[src/rtl/usb_clock_endp_if.sv]
// SIE IN-endpoint handshake between the clock endpoint (master) and usb_sie (slave).
interface usb_clock_endp_if;
    logic       in_req;
    logic       in_ack;
    logic [7:0] endpi_data;
    logic       endpi_valid;
    logic       endpi_crc16;
    logic       endpi_ready;

    // Endpoint side: produces the byte stream, consumes tokens and ready.
    modport master (
        output endpi_data,
        output endpi_valid,
        output endpi_crc16,
        input  endpi_ready,
        input  in_req,
        input  in_ack
    );

    // SIE side: issues tokens and ready, consumes the byte stream.
    modport slave (
        input  endpi_data,
        input  endpi_valid,
        input  endpi_crc16,
        output endpi_ready,
        output in_req,
        output in_ack
    );
endinterface

[src/rtl/usb_clock_endp.sv]
// IN endpoint that serves a coherent DCF77 date/time snapshot as an 8-byte packet.
// The snapshot is kept across host retries so a NAKed/lost packet is resent unchanged.
module usb_clock_endp #(
    parameter int unsigned PKT_LEN = 8,
    parameter int unsigned TIMEOUT = 1024
) (
    input  logic                    clk,
    input  logic                    reset,
    input  logic [7:0]              year,
    input  logic [7:0]              month,
    input  logic [7:0]              day,
    input  logic [2:0]              day_of_week,
    input  logic [7:0]              hour,
    input  logic [7:0]              minute,
    input  logic [7:0]              second,
    input  logic                    dcf77_sync,
    input  logic                    dcf77_error,
    usb_clock_endp_if.master        endp,
    output logic                    busy,
    output logic [7:0]              seq
);

    localparam int unsigned IW = $clog2(PKT_LEN);
    localparam int unsigned TW = $clog2(TIMEOUT);

    typedef enum logic [1:0] {
        IDLE     = 2'd0,
        SNAP     = 2'd1,
        SEND     = 2'd2,
        WAIT_ACK = 2'd3
    } state_t;

    state_t                  state;
    logic [PKT_LEN-1:0][7:0] snap;
    logic [IW-1:0]           idx;
    logic [TW-1:0]           tcnt;

    logic                    accept_c;
    logic                    last_c;
    logic [IW-1:0]           idx_nxt_c;
    logic                    stall_limit_c;

    // Byte handshake and index bookkeeping helpers.
    assign accept_c      = endp.endpi_valid && endp.endpi_ready;
    assign last_c        = (idx == IW'(PKT_LEN - 1));
    assign idx_nxt_c     = idx + IW'(1);
    assign stall_limit_c = (tcnt == TW'(TIMEOUT - 1));

    // Endpoint FSM: snapshot, stream bytes with stall timeout, wait for host ACK or retry.
    always_ff @(posedge clk or posedge reset) begin
        if (reset) begin
            state            <= IDLE;
            snap             <= '0;
            idx              <= '0;
            tcnt             <= '0;
            seq              <= '0;
            busy             <= 1'b0;
            endp.endpi_data  <= '0;
            endp.endpi_valid <= 1'b0;
            endp.endpi_crc16 <= 1'b0;
        end else begin
            case (state)
                IDLE: begin
                    if (endp.in_req) begin
                        state <= SNAP;
                        busy  <= 1'b1;
                    end
                end

                SNAP: begin
                    // All fields captured on one edge so the packet is coherent.
                    snap             <= {seq, second, minute, hour,
                                         {dcf77_sync, dcf77_error, 3'b000, day_of_week},
                                         day, month, year};
                    idx              <= '0;
                    tcnt             <= '0;
                    endp.endpi_data  <= year;
                    endp.endpi_valid <= 1'b1;
                    endp.endpi_crc16 <= (PKT_LEN == 1);
                    state            <= SEND;
                end

                SEND: begin
                    if (accept_c) begin
                        tcnt <= '0;
                        if (last_c) begin
                            endp.endpi_data  <= '0;
                            endp.endpi_valid <= 1'b0;
                            endp.endpi_crc16 <= 1'b0;
                            state            <= WAIT_ACK;
                        end else begin
                            idx              <= idx_nxt_c;
                            endp.endpi_data  <= snap[idx_nxt_c];
                            endp.endpi_crc16 <= (idx_nxt_c == IW'(PKT_LEN - 1));
                        end
                    end else if (stall_limit_c) begin
                        // SIE stopped draining: give up, host will re-issue IN.
                        endp.endpi_data  <= '0;
                        endp.endpi_valid <= 1'b0;
                        endp.endpi_crc16 <= 1'b0;
                        idx              <= '0;
                        tcnt             <= '0;
                        busy             <= 1'b0;
                        state            <= IDLE;
                    end else begin
                        tcnt <= tcnt + TW'(1);
                    end
                end

                WAIT_ACK: begin
                    // ACK takes priority over a simultaneous retry token.
                    if (endp.in_ack) begin
                        seq   <= seq + 8'd1;
                        busy  <= 1'b0;
                        state <= IDLE;
                    end else if (endp.in_req) begin
                        idx              <= '0;
                        tcnt             <= '0;
                        endp.endpi_data  <= snap[0];
                        endp.endpi_valid <= 1'b1;
                        endp.endpi_crc16 <= (PKT_LEN == 1);
                        state            <= SEND;
                    end
                end

                default: begin
                    busy  <= 1'b0;
                    state <= IDLE;
                end
            endcase
        end
    end

endmodule

[src/flat_wrapper.sv]
// flat-port wrapper written by rule: the top's interface ports become plain ports
module usb_clock_endp_flat 
#(
    parameter int unsigned PKT_LEN = 8,
    parameter int unsigned TIMEOUT = 1024
)
  (clk, reset, year, month, day, day_of_week, hour, minute, second, dcf77_sync, dcf77_error, busy, seq, endp_endpi_data, endp_endpi_valid, endp_endpi_crc16, endp_endpi_ready, endp_in_req, endp_in_ack);
  usb_clock_endp_if endp_i ();
  input  logic clk;
  input  logic reset;
  input  logic [7:0] year;
  input  logic [7:0] month;
  input  logic [7:0] day;
  input  logic [2:0] day_of_week;
  input  logic [7:0] hour;
  input  logic [7:0] minute;
  input  logic [7:0] second;
  input  logic dcf77_sync;
  input  logic dcf77_error;
  output logic busy;
  output logic [7:0] seq;
  output wire logic [$bits(endp_i.endpi_data)-1:0] endp_endpi_data;
  output wire logic [$bits(endp_i.endpi_valid)-1:0] endp_endpi_valid;
  output wire logic [$bits(endp_i.endpi_crc16)-1:0] endp_endpi_crc16;
  input wire logic [$bits(endp_i.endpi_ready)-1:0] endp_endpi_ready;
  input wire logic [$bits(endp_i.in_req)-1:0] endp_in_req;
  input wire logic [$bits(endp_i.in_ack)-1:0] endp_in_ack;
  assign endp_endpi_data = endp_i.endpi_data;
  assign endp_endpi_valid = endp_i.endpi_valid;
  assign endp_endpi_crc16 = endp_i.endpi_crc16;
  assign endp_i.endpi_ready = endp_endpi_ready;
  assign endp_i.in_req = endp_in_req;
  assign endp_i.in_ack = endp_in_ack;
  usb_clock_endp #(.PKT_LEN(PKT_LEN), .TIMEOUT(TIMEOUT)) u_core (.clk(clk), .reset(reset), .year(year), .month(month), .day(day), .day_of_week(day_of_week), .hour(hour), .minute(minute), .second(second), .dcf77_sync(dcf77_sync), .dcf77_error(dcf77_error), .endp(endp_i), .busy(busy), .seq(seq));
endmodule
[config.mk]
export PLATFORM = sky130hd
export DESIGN_NAME = usb_clock_endp_flat
export DESIGN_NICKNAME = d
export VERILOG_FILES = /design/src/rtl/usb_clock_endp_if.sv /design/src/rtl/usb_clock_endp.sv /design/src/flat_wrapper.sv
export SDC_FILE = /design/constraint.sdc
export NUM_CORES = 1
export LEC_CHECK = 0
export ABC_CLOCK_PERIOD_IN_PS = 3600
export BUFFER_PORTS_ARGS = -buffer_cell sky130_fd_sc_hd__buf_2
export CORE_ASPECT_RATIO = 0.75
export CORE_MARGIN = 2
export CORE_UTILIZATION = 55
export CTS_BUF_LIST = sky130_fd_sc_hd__clkbuf_8
export DETAILED_ROUTE_END_ITERATION = 10
export PLACE_DENSITY = 0.87
export SYNTH_ARGS = -nofsm -noshare
export SYNTH_HDL_FRONTEND = slang
export SYNTH_SLANG_ARGS = --single-unit
[constraint.sdc]
create_clock -name clk -period 3.6 [get_ports clk]
set_input_delay 0.72 -clock clk [delete_from_list [all_inputs] [get_ports clk]]
set_output_delay 0.72 -clock clk [all_outputs]
set_load 0.02 [all_outputs]
==> results of run 1 <==
==> routing by layer <==
| metal | vias up | GRT usage |
|---|---|---|
| met5 | - | 0 |
| met4 | 0 | 0.0598 |
| met3 | 19 | 0.0746 |
| met2 | 123 | 0.344 |
| met1 | 1685 | 0.333 |
| li1 | 1546 | - |
==> area by class of cell <==
type	instances	area, um^2
inverters	6	23.8
multi-input cells	256	2110
repair buffers	82	438
flip-flops and latches	95	2380
fillers	625	2750
clock buffers	12	165
well taps	105	131
clock inverters	4	28.8
==> through the flow <==
step	util	std cells	setup WS [ns]	area [um^2]	power [mW]
after detailed placement	0.634	544	1.22	5080	3.94
after floorplan	-	379	0.403	4620	3.44
after global routing	0.658	560	0.965	5280	4.91
final	0.658	560	1.16	5280	4.61
after global placement	0.634	544	1.28	5080	3.83
after CTS	0.658	560	1.20	5280	4.63
==> final timing paths <==
path / to / slack (ns) / start / cells after the start
worst min register to register: u_core.endp.endpi_data[6]$_DFFE_PP0P_ / 0.50 / u_core.endp.endpi_data[6]$_DFFE_PP0P_ / 1
worst max register to register: u_core.state[1]$_DFFE_PP0P_ / 1.16 / u_core.state[0]$_DFFE_PP0P_ / 4
worst max-delay path: u_core.state[1]$_DFFE_PP0P_ / 1.16 / u_core.state[0]$_DFFE_PP0P_ / 4
min in group clk: u_core.endp.endpi_data[6]$_DFFE_PP0P_ / 0.50 / u_core.endp.endpi_data[6]$_DFFE_PP0P_ / 1
max in group asynchronous: u_core.tcnt[6]$_DFFE_PP0P_ / 2.42 / reset / 3
worst min-delay path: u_core.snap[8]$_DFFE_PP0N_ / 0.48 / reset / 2
==> where the power goes <==
part	internal (mW)	switching [mW]
registers	1.51	0.356
logic	1.02	1.05
clock network	0.308	0.366
==> placed cells by master (no fill, tap or decap), types with 2 or more instances in the layout <==
cell type and instances:
a211oi_1 6, a21o_1 2, a21oi_1 10, a22o_1 2, a22oi_1 10, a31oi_1 5, and2_1 4, buf_2 76
buf_4 5, clkbuf_8 12, clkinv_2 2, clkinvlp_4 2, dfrtp_1 95, ha_1 5, inv_1 5, mux2_2 65
mux2i_1 31, nand2_1 26, nand2b_1 3, nand3_1 7, nand4_1 4, nor2_1 8, nor2b_1 3, nor3_2 2
nor3b_1 2, o211ai_1 3, o21ai_0 5, o221ai_1 6, o22ai_1 4, o2bb2ai_1 9, o31ai_1 8, or4_1 3
xnor2_1 6, xor2_1 3
==> sequential cells by signal, indices dropped and copies added (netlist names) <==
register,count
u_core.endp.endpi_data,8
u_core.endp.endpi_crc16,1
u_core.idx,3
u_core.busy,1
u_core.seq,8
u_core.snap,61
u_core.tcnt,10
u_core.endp.endpi_valid,1
u_core.state,2
==> logic make-up (layout without fill, tap and decap cells) <==
kind of cell               Yosys count  after routing
buffers and inverters               28            104
xor gates and xnor gates             9              9
and+or+nand+nor                     72             72
adders and majority gates            5              5
AOI/OAI and AO/OA                   74             74
muxes                               96             96
DFF                                 95             95
==> critical path, delay by kind of cell (launching register included) <==
kind	cells	cell delay, ns
mux	1	0.34
flops	1	0.71
simple gates	2	0.90
compound gates	1	0.37
==> flow_summary_export.csv, run 1 <==
group,metric,value,unit
critical_path,path_cells,"nand2b_4 -> or2_0 -> o221a_2 -> mux2_2",
synthesis,synth_top_family_by_area,"multiplexers",
timing,rsz0062_at_grt,"false",
synthesis,synthMuxAreaShare,0.225,
critical_path,crit_required,3.86,ns
synthesis,synth_compound_area_frac,0.116,
critical_path,crit_arrival,2.70,ns
routing,wl_met3,854,um
finish,drive_above_1_share,0.376,
synthesis,ys_ff_latch,95,
synthesis,synth_area,4620,um^2
placed_design,dp_hpwl,7.37,mm
global_routing,grt_usage,0.233,
min_path,hold_path.class,"in2async",
routing,drtIter0Drc,195,
routing,via_per_inst,6.02,
finish,fin_nets,513,
clock_tree,post_cts_buffers,0,
global_routing,grt_pass1_wl,16.6,mm
synthesis,synth_xor_area_frac,0.0171,
synthesis,ys.warnings.count,0,
timing,setup_tns,0,ns
critical_path,critPathMaxStageDelay,0.71,ns
synthesis,syn_nets,442,
timing,hold_viol,0,
power_and_ir_drop,p_leak,2.52,nW
timing,fin_crit,2.44,ns
synthesis,syn_area_per_cell,12.2,um^2
global_routing,grt_pass1_vias,3312,
routing,drc,0,
synthesis,synthAdderAreaFrac,0.0135,
floorplan,coreArea,8020,um^2
routing,top_layer_used,"met4",
power_and_ir_drop,ir_drop,0.000490,V
synthesis,yosysTopAreaCellShare,0.514,
clock_tree,root_buffer,"clkbuf_8",
routing,wl_per_cell,18.1,um
clock_tree,cts.repair.resized,0,
clock_tree,htreeDepth,3,
floorplan,io_pins,77,
floorplan,die_y,83.4,um
clock_tree,insertion_delay,0.37,ns
floorplan,initial_core_util,0.576,
routing,vias,3373,
power_and_ir_drop,p_per_area,875,nW/um^2
synthesis,synth.distinct_cells,45,
flow_run,max_cap_violations,0,
synthesis,synthSimpleGateAreaFrac,0.0844,
timing,finalMaxSlewViolations,0,
global_routing,grt_max_degree,50,
synthesis,synthMostInstantiatedCell,"dfrtp_1",
timing,slew_headroom,0.452,
clock_tree,numCtsBuffers,9,
synthesis,synth_flop_cell,"dfrtp_1",
critical_path,critPathLaunchType,"flop",
timing,worstMarginPinSlew,0.821,ns
clock_tree,cts_tree,"yes",
timing,hold_ws,0.477,ns
critical_path,critPathCaptureType,"flop",
synthesis,synth.top_cells.by_area,"dfrtp_1 51%, mux2_2 16%, mux2i_1 6.7%, nand2_1 2.1%, o2bb2ai_1 1.7%",
synthesis,async_flop_share,1.00,
floorplan,rows,28,
synthesis,synth_edf_count,0,
finish,area_growth,14.1,%
routing,drtPass1Iterations,4,
floorplan,dieArea,9160,um^2
clock_tree,hold_buffers,0,
placed_design,portBuffers,76,
critical_path,crit_type,"reg2reg",
synthesis,synth_common_cells,"95 x dfrtp_1, 65 x mux2_2, 31 x mux2i_1",
timing,setup_viol,0,
finish,antenna_cells,0,
routing,met1Wirelength,4.44,mm
timing,fin_worst_skew,0.0111,ns
synthesis,synthCells,379,
global_routing,antenna_found_initial,0,
timing,max_freq,410,MHz
critical_path,crit_slowest_cell,"dfrtp_1",
placed_design,gp_congestion,0.895,
clock_tree,cts.clk_slew.worst_paths,0.09,ns
floorplan,dieWidth,110,um
outcome,outcome,"completed",
routing,ant_nets,0,
clock_tree,clock-sinks,95,
synthesis,synth-seq-area-share,0.514,
routing,dr_wl_met2,4.68,mm
global_routing,grt-ovfl-total,0,
synthesis,synth_top_area_cell,"dfrtp_1",
timing,fin_crit_sh,0.677,
critical_path,cp_max_fo,17,
routing,drt_wl_total,10.1,mm
clock_tree,cts_buffer_depth,2,
No activity file was read; power rests on OpenSTA's default activity.
==> run 2, diff against run 1 <==
--- a/config.mk
+++ b/config.mk
@@ -5,7 +5,7 @@
 export SDC_FILE = /design/constraint.sdc
 export NUM_CORES = 1
 export LEC_CHECK = 0
-export ABC_CLOCK_PERIOD_IN_PS = 3600
+export ABC_CLOCK_PERIOD_IN_PS = 2550
 export BUFFER_PORTS_ARGS = -buffer_cell sky130_fd_sc_hd__buf_2
 export CORE_ASPECT_RATIO = 0.75
 export CORE_MARGIN = 2
==> constraint.sdc (replaced) <==
create_clock -name clk -period 2.55 [get_ports clk]
set_input_delay 0.51 -clock clk [delete_from_list [all_inputs] [get_ports clk]]
set_output_delay 0.51 -clock clk [all_outputs]
set_load 0.02 [all_outputs]
==> run 2 against run 1 <==
Effect of this change:
- non-clock buffer count rose by 9
- register-to-register slack got worse by 0.78 ns
- highest routed layer unchanged
- clock power rose by 31%
- clock skew fell by 0.0012 ns
- die area did not move
==> flow_summary_export.csv, run 2 (synthesis gave the netlist of run 1 again) <==
group,metric,value,unit
timing,max_freq,462,MHz
timing,finalMaxSlewViolations,0,
global_routing,grt_pass1_vias,3404,
critical_path,r2r_end,"u_core.endp.endpi_data[0]$_DFFE_PP0P_",
timing,hold_viol,0,
timing,fin_crit,2.17,ns
flow_run,max_cap_violations,0,
finish,reg_top3,"u_core.snap: 61 flops, u_core.tcnt: 10 flops",
timing,slew_headroom,0.503,
global_routing,grt_max_degree,45,
power_and_ir_drop,power_frac_seq,0.399,
global_routing,busiest_layer,"met2",
timing,rsz0062_at_grt,"false",
clock_tree,numCtsBuffers,9,
floorplan,io_pins,77,
power_and_ir_drop,intPower,4.01,mW
clock_tree,insertion_delay,0.37,ns
floorplan,die_y,83.4,um
critical_path,crit_start,"u_core.idx[0]$_DFFE_PP0P_",
clock_tree,cts.clk_slew.worst_paths,0.09,ns
timing,fin_worst_skew,0.00994,ns
global_routing,gr-usage-met3,0.0589,
global_routing,grt-ovfl-total,0,
routing,drtPass1Iterations,4,
critical_path,crit_required,2.82,ns
clock_tree,htreeDepth,3,
finish,fill_cells,614,
global_routing,grt_pass1_wl,17.1,mm
finish,layout_common_cells,"95 x dfrtp_1, 76 x buf_2, 65 x mux2_2, 31 x mux2i_1, 26 x nand2_1",
critical_path,worstReg2RegStart,"u_core.idx[0]$_DFFE_PP0P_",
clock_tree,cts_buffer_depth,2,
routing,drtIter0Drc,191,
finish,regMostFlops,"u_core.snap",
critical_path,crit_type,"reg2reg",
critical_path,rr_worst_depth,8,
power_and_ir_drop,netSwitchingFraction,0.386,
finish,antenna_cells,0,
clock_tree,post_cts_buffers,0,
finish,area_growth,15.0,%
power_and_ir_drop,p_sw,2.53,mW
finish,drive_above_1_share,0.382,
critical_path,cp-endpoint,"u_core.endp.endpi_data[0]$_DFFE_PP0P_",
power_and_ir_drop,pwr-share-clk,0.135,
routing,ant_nets,0,
timing,setup_tns,0,ns
critical_path,cp_max_fo,13,
placed_design,portBuffers,76,
routing,wl_per_cell,18.3,um
clock_tree,root_buffer,"clkbuf_8",
global_routing,antenna_found_initial,0,
critical_path,crit_arrival,2.43,ns
finish,largest_reg_flops,61,
timing,fin_crit_sh,0.850,
critical_path,critPathLaunchType,"flop",
timing,worstMarginPinSlew,0.745,ns
routing,drt_wl_total,10.4,mm
global_routing,grt_usage,0.243,
power_and_ir_drop,p_per_area,1230,nW/um^2
power_and_ir_drop,ir_drop,0.000524,V
outcome,outcome,"completed",
timing,hold_ws,0.255,ns
floorplan,rows,28,
timing,setup_viol,0,
routing,vias,3356,
clock_tree,cts_tree,"yes",
power_and_ir_drop,power,6.54,mW
global_routing,use_met2,0.363,
critical_path,r2r_setup_slack,0.38,ns
floorplan,initial_core_util,0.576,
power_and_ir_drop,p_leak,2.55,nW
floorplan,coreArea,8020,um^2
placed_design,gp_congestion,0.888,
critical_path,critPathCaptureType,"flop",
routing,drc,0,
placed_design,dp_hpwl,7.71,mm
floorplan,dieArea,9160,um^2
finish,fin_nets,522,
clock_tree,hold_buffers,0,
finish,layout_commonest_cell,"dfrtp_1",
clock_tree,cts.repair.resized,0,
clock_tree,clock-sinks,95,
routing,via_per_inst,5.91,
global_routing,use_met1,0.348,
min_path,hold_path.class,"in2async",
power_and_ir_drop,pwr-share-comb,0.466,
floorplan,dieWidth,110,um
## run 2: power groups by stage
stage	Clock (mW)	Sequential (mW)	Combinational, mW
global route	0.965	2.67	3.33
finish	0.880	2.61	3.05
floorplan	0	2.55	2.30
global placement	0	2.60	2.93
detailed placement	0	2.63	3.05
CTS	0.898	2.60	3.05
## run 2: how the worst min path moves through the flow
stage	start	depth (start not counted)	endpoint	slack, ns
floorplan	u_core.snap[21]$_DFFE_PP0N_	1	u_core.snap[21]$_DFFE_PP0N_	0.48
global placement	u_core.snap[10]$_DFFE_PP0N_	1	u_core.snap[10]$_DFFE_PP0N_	0.49
detailed placement	u_core.snap[59]$_DFFE_PP0N_	1	u_core.snap[59]$_DFFE_PP0N_	0.49
CTS	reset	2	u_core.endp.endpi_data[7]$_DFFE_PP0P_	0.26
global route	reset	2	u_core.snap[1]$_DFFE_PP0N_	0.30
finish	reset	2	u_core.endp.endpi_data[7]$_DFFE_PP0P_	0.26
## run 2: cell type report
| cell class | instances | area [um^2] | share of cell area |
|---|---|---|---|
| Tap cell | 105 | 131 | 0.0247 |
| Sequential cell | 95 | 2380 | 0.447 |
| Timing Repair Buffer | 91 | 505 | 0.0951 |
| Multi-Input combinational cell | 256 | 2110 | 0.397 |
| Clock inverter | 5 | 27.5 | 0.00518 |
| Inverter | 6 | 26.3 | 0.00494 |
| Clock buffer | 10 | 138 | 0.0259 |
## run 2: stage by stage
step	worst slack [ns]	utilization	area [um^2]	std cells
6_report	0.384	0.663	5320	568
5_1_grt	0.188	0.663	5320	568
4_1_cts	0.396	0.663	5320	568
3_5_place_dp	0.405	0.642	5150	553
3_3_place_gp	0.554	0.642	5150	553
2_1_floorplan	0.610	-	4630	379
## run 2: per-layer routing
metal	part of all wire	vias to the layer above
met5	0	-
met4	0.019	0
met3	0.067	17
met2	0.47	118
met1	0.44	1663
li1	-	1558
## run 2: worst max-delay path, stage by stage (launching register included)
cell and delay [ns]:
dfrtp_1 0.49, inv_1 0.15, ha_1 0.32, buf_4 0.18, buf_4 0.26, mux2i_1 0.25, a22oi_1 0.11, a31oi_1 0.20
o2bb2ai_1 0.09
==> run 3, diff against run 2 <==
--- a/config.mk
+++ b/config.mk
@@ -5,7 +5,7 @@
 export SDC_FILE = /design/constraint.sdc
 export NUM_CORES = 1
 export LEC_CHECK = 0
-export ABC_CLOCK_PERIOD_IN_PS = 2550
+export ABC_CLOCK_PERIOD_IN_PS = 2000
 export BUFFER_PORTS_ARGS = -buffer_cell sky130_fd_sc_hd__buf_2
 export CORE_ASPECT_RATIO = 0.75
 export CORE_MARGIN = 2
==> constraint.sdc (replaced) <==
create_clock -name clk -period 2 [get_ports clk]
set_input_delay 0.4 -clock clk [delete_from_list [all_inputs] [get_ports clk]]
set_output_delay 0.4 -clock clk [all_outputs]
set_load 0.02 [all_outputs]
==> run 3 against run 2 <==
Effect of this change:
- register-to-register slack worse by 0.32 ns
- first-iteration DRC count up 20%
- cell count up 1.9%
- clock power up 63%
- hold slack worse by 0.19 ns
- flip-flop and latch count unchanged
- die area unchanged
- critical path depth down 1
- largest power group unchanged
==> flow_summary_export.csv, run 3 (synthesis gave the netlist of run 1 again) <==
group,metric,value,unit
placed_design,dp_hpwl,8.11,mm
timing,fin_crit_sh,0.970,
routing,via_per_inst,6.05,
placed_design,portBuffers,76,
critical_path,crit_type,"reg2reg",
critical_path,critPathCaptureType,"flop",
finish,layout_common_cells,"94 x dfrtp_1, 76 x buf_2, 65 x mux2_2, 31 x mux2i_1, 25 x nand2_1",
timing,slew_headroom,0.658,
timing,hold_ws,0.0648,ns
finish,regMostFlops,"u_core.snap",
routing,drtPass1Iterations,5,
critical_path,worstReg2RegStart,"u_core.idx[1]$_DFFE_PP0P_",
global_routing,grt_pass1_wl,17.9,mm
routing,drt_wl_total,11.0,mm
critical_path,crit_arrival,2.19,ns
global_routing,grt_max_degree,45,
finish,finish.instance_area,5530,um^2
flow_run,max_cap_violations,0,
clock_tree,cts_buffer_depth,2,
clock_tree,root_buffer,"clkbuf_8",
finish,antenna_cells,0,
critical_path,crit_start,"u_core.idx[1]$_DFFE_PP0P_",
clock_tree,htreeDepth,3,
power_and_ir_drop,ir_drop,0.000721,V
placed_design,gp_congestion,0.899,
routing,drc,0,
critical_path,critPathLaunchType,"flop",
floorplan,rows,28,
power_and_ir_drop,p_per_area,1630,nW/um^2
global_routing,grt_pass1_vias,3511,
finish,fill_cells,574,
global_routing,grt_usage,0.255,
power_and_ir_drop,power_frac_seq,0.368,
min_path,hold_path.class,"in2async",
timing,setup_viol,0,
power_and_ir_drop,p_leak,2.64,nW
timing,fin_crit,1.94,ns
clock_tree,insertion_delay,0.37,ns
placed_design,place_inst,563,
finish,drive_above_1_share,0.420,
placed_design,place_area,5270,um^2
floorplan,initial_core_util,0.576,
finish,largest_reg_flops,61,
power_and_ir_drop,pwr-share-clk,0.159,
timing,max_freq,515,MHz
floorplan,io_pins,77,
timing,worstMarginPinSlew,0.512,ns
clock_tree,clock-sinks,95,
routing,vias,3505,
finish,fin_cells,579,
floorplan,coreArea,8020,um^2
finish,layout_commonest_cell,"dfrtp_1",
floorplan,die_y,83.4,um
critical_path,crit_required,2.25,ns
outcome,outcome,"completed",
clock_tree,cts_tree,"yes",
finish,reg_top3,"u_core.snap: 61 flops, u_core.tcnt: 10 flops",
power_and_ir_drop,p_sw,3.45,mW
critical_path,cp_max_fo,13,
clock_tree,cts.clk_slew.worst_paths,0.09,ns
routing,ant_nets,0,
timing,fin_worst_skew,0.0118,ns
clock_tree,numCtsBuffers,9,
timing,finalMaxSlewViolations,0,
power_and_ir_drop,pwr-share-comb,0.474,
global_routing,grt-ovfl-total,0,
global_routing,antenna_found_initial,0,
finish,fin_nets,532,
routing,drtIter0Drc,230,
timing,hold_viol,0,
floorplan,dieWidth,110,um
power_and_ir_drop,netSwitchingFraction,0.383,
timing,rsz0062_at_grt,"true",
clock_tree,hold_buffers,0,
power_and_ir_drop,intPower,5.55,mW
critical_path,r2r_setup_slack,0.06,ns
floorplan,dieArea,9160,um^2
finish,area_growth,19.7,%
routing,wl_per_cell,19.0,um
run 3: changes by cell type in the layout (fill, tap and decap cells not counted), sizes merged:
cell | previous run | this run
buf | 91 | 101
clkinvlp | 3 | 2
clkinv | 1 | 2
bufinv | 0 | 2
clkbuf | 10 | 9
run 3: cell type report:
cell class | instances | area (um^2) | area share
clock buffers | 9 | 124 | 0.0224
clock inverters | 7 | 103 | 0.0185
inverters | 6 | 26.3 | 0.00475
multi-input cells | 256 | 2150 | 0.388
flip-flops and latches | 95 | 2380 | 0.430
well taps | 105 | 131 | 0.0237
repair buffers | 101 | 622 | 0.112
run 3: worst paths after layout:
| check | end | cells after the start |
|---|---|---|
| max | u_core.endp.endpi_data[0]$_DFFE_PP0P_ | 7 |
| min | u_core.snap[30]$_DFFE_PP0N_ | 2 |
| max reg2reg | u_core.endp.endpi_data[0]$_DFFE_PP0P_ | 7 |
| min reg2reg | u_core.seq[7]$_DFFE_PP0P_ | 1 |
| max in group asynchronous | u_core.snap[38]$_DFFE_PP0N_ | 3 |
| min in group clk | u_core.snap[20]$_DFFE_PP0N_ | 2 |
run 3: power groups by stage:
| stage | Clock [mW] | Sequential, mW | Combinational (mW) |
|---|---|---|---|
| finish | 1.43 | 3.31 | 4.27 |
| CTS | 1.45 | 3.29 | 4.22 |
| global route | 1.52 | 3.39 | 4.62 |
| detailed placement | 0 | 3.32 | 4.19 |
| floorplan | 0 | 3.25 | 2.93 |
| global placement | 0 | 3.28 | 3.99 |
run 3: layer usage:
metal | wire [um] | global-route usage | share of wire
met1 | 4670 | 0.358 | 0.42
met2 | 5230 | 0.394 | 0.47
met3 | 906 | 0.0518 | 0.082
met4 | 224 | 0.0829 | 0.020
met5 | 0 | 0 | 0
run 3: metrics by stage:
stage	total power, mW	util	TNS (ns)	worst slack (ns)
2_1_floorplan	6.19	-	0	0.0598
4_1_cts	8.96	0.687	0	0.0349
3_5_place_dp	7.50	0.656	0	0.0405
6_report	9.01	0.690	0	0.0598
3_3_place_gp	7.27	0.656	0	0.119
5_1_grt	9.53	0.690	-0.0637	-0.0499
run 3: critical path, stage by stage, from the launching register on:
cell	delay [ns]
dfrtp_1	0.42
ha_1	0.39
buf_6	0.21
buf_4	0.16
mux2i_1	0.22
a22oi_1	0.13
a31oi_1	0.20
o2bb2ai_1	0.09
run 3: timing repair:
action,in CTS,in global routing
gates resized for setup,3,7
setup buffers,0,0
pin swaps,0,3
setup endpoints to repair,2,8
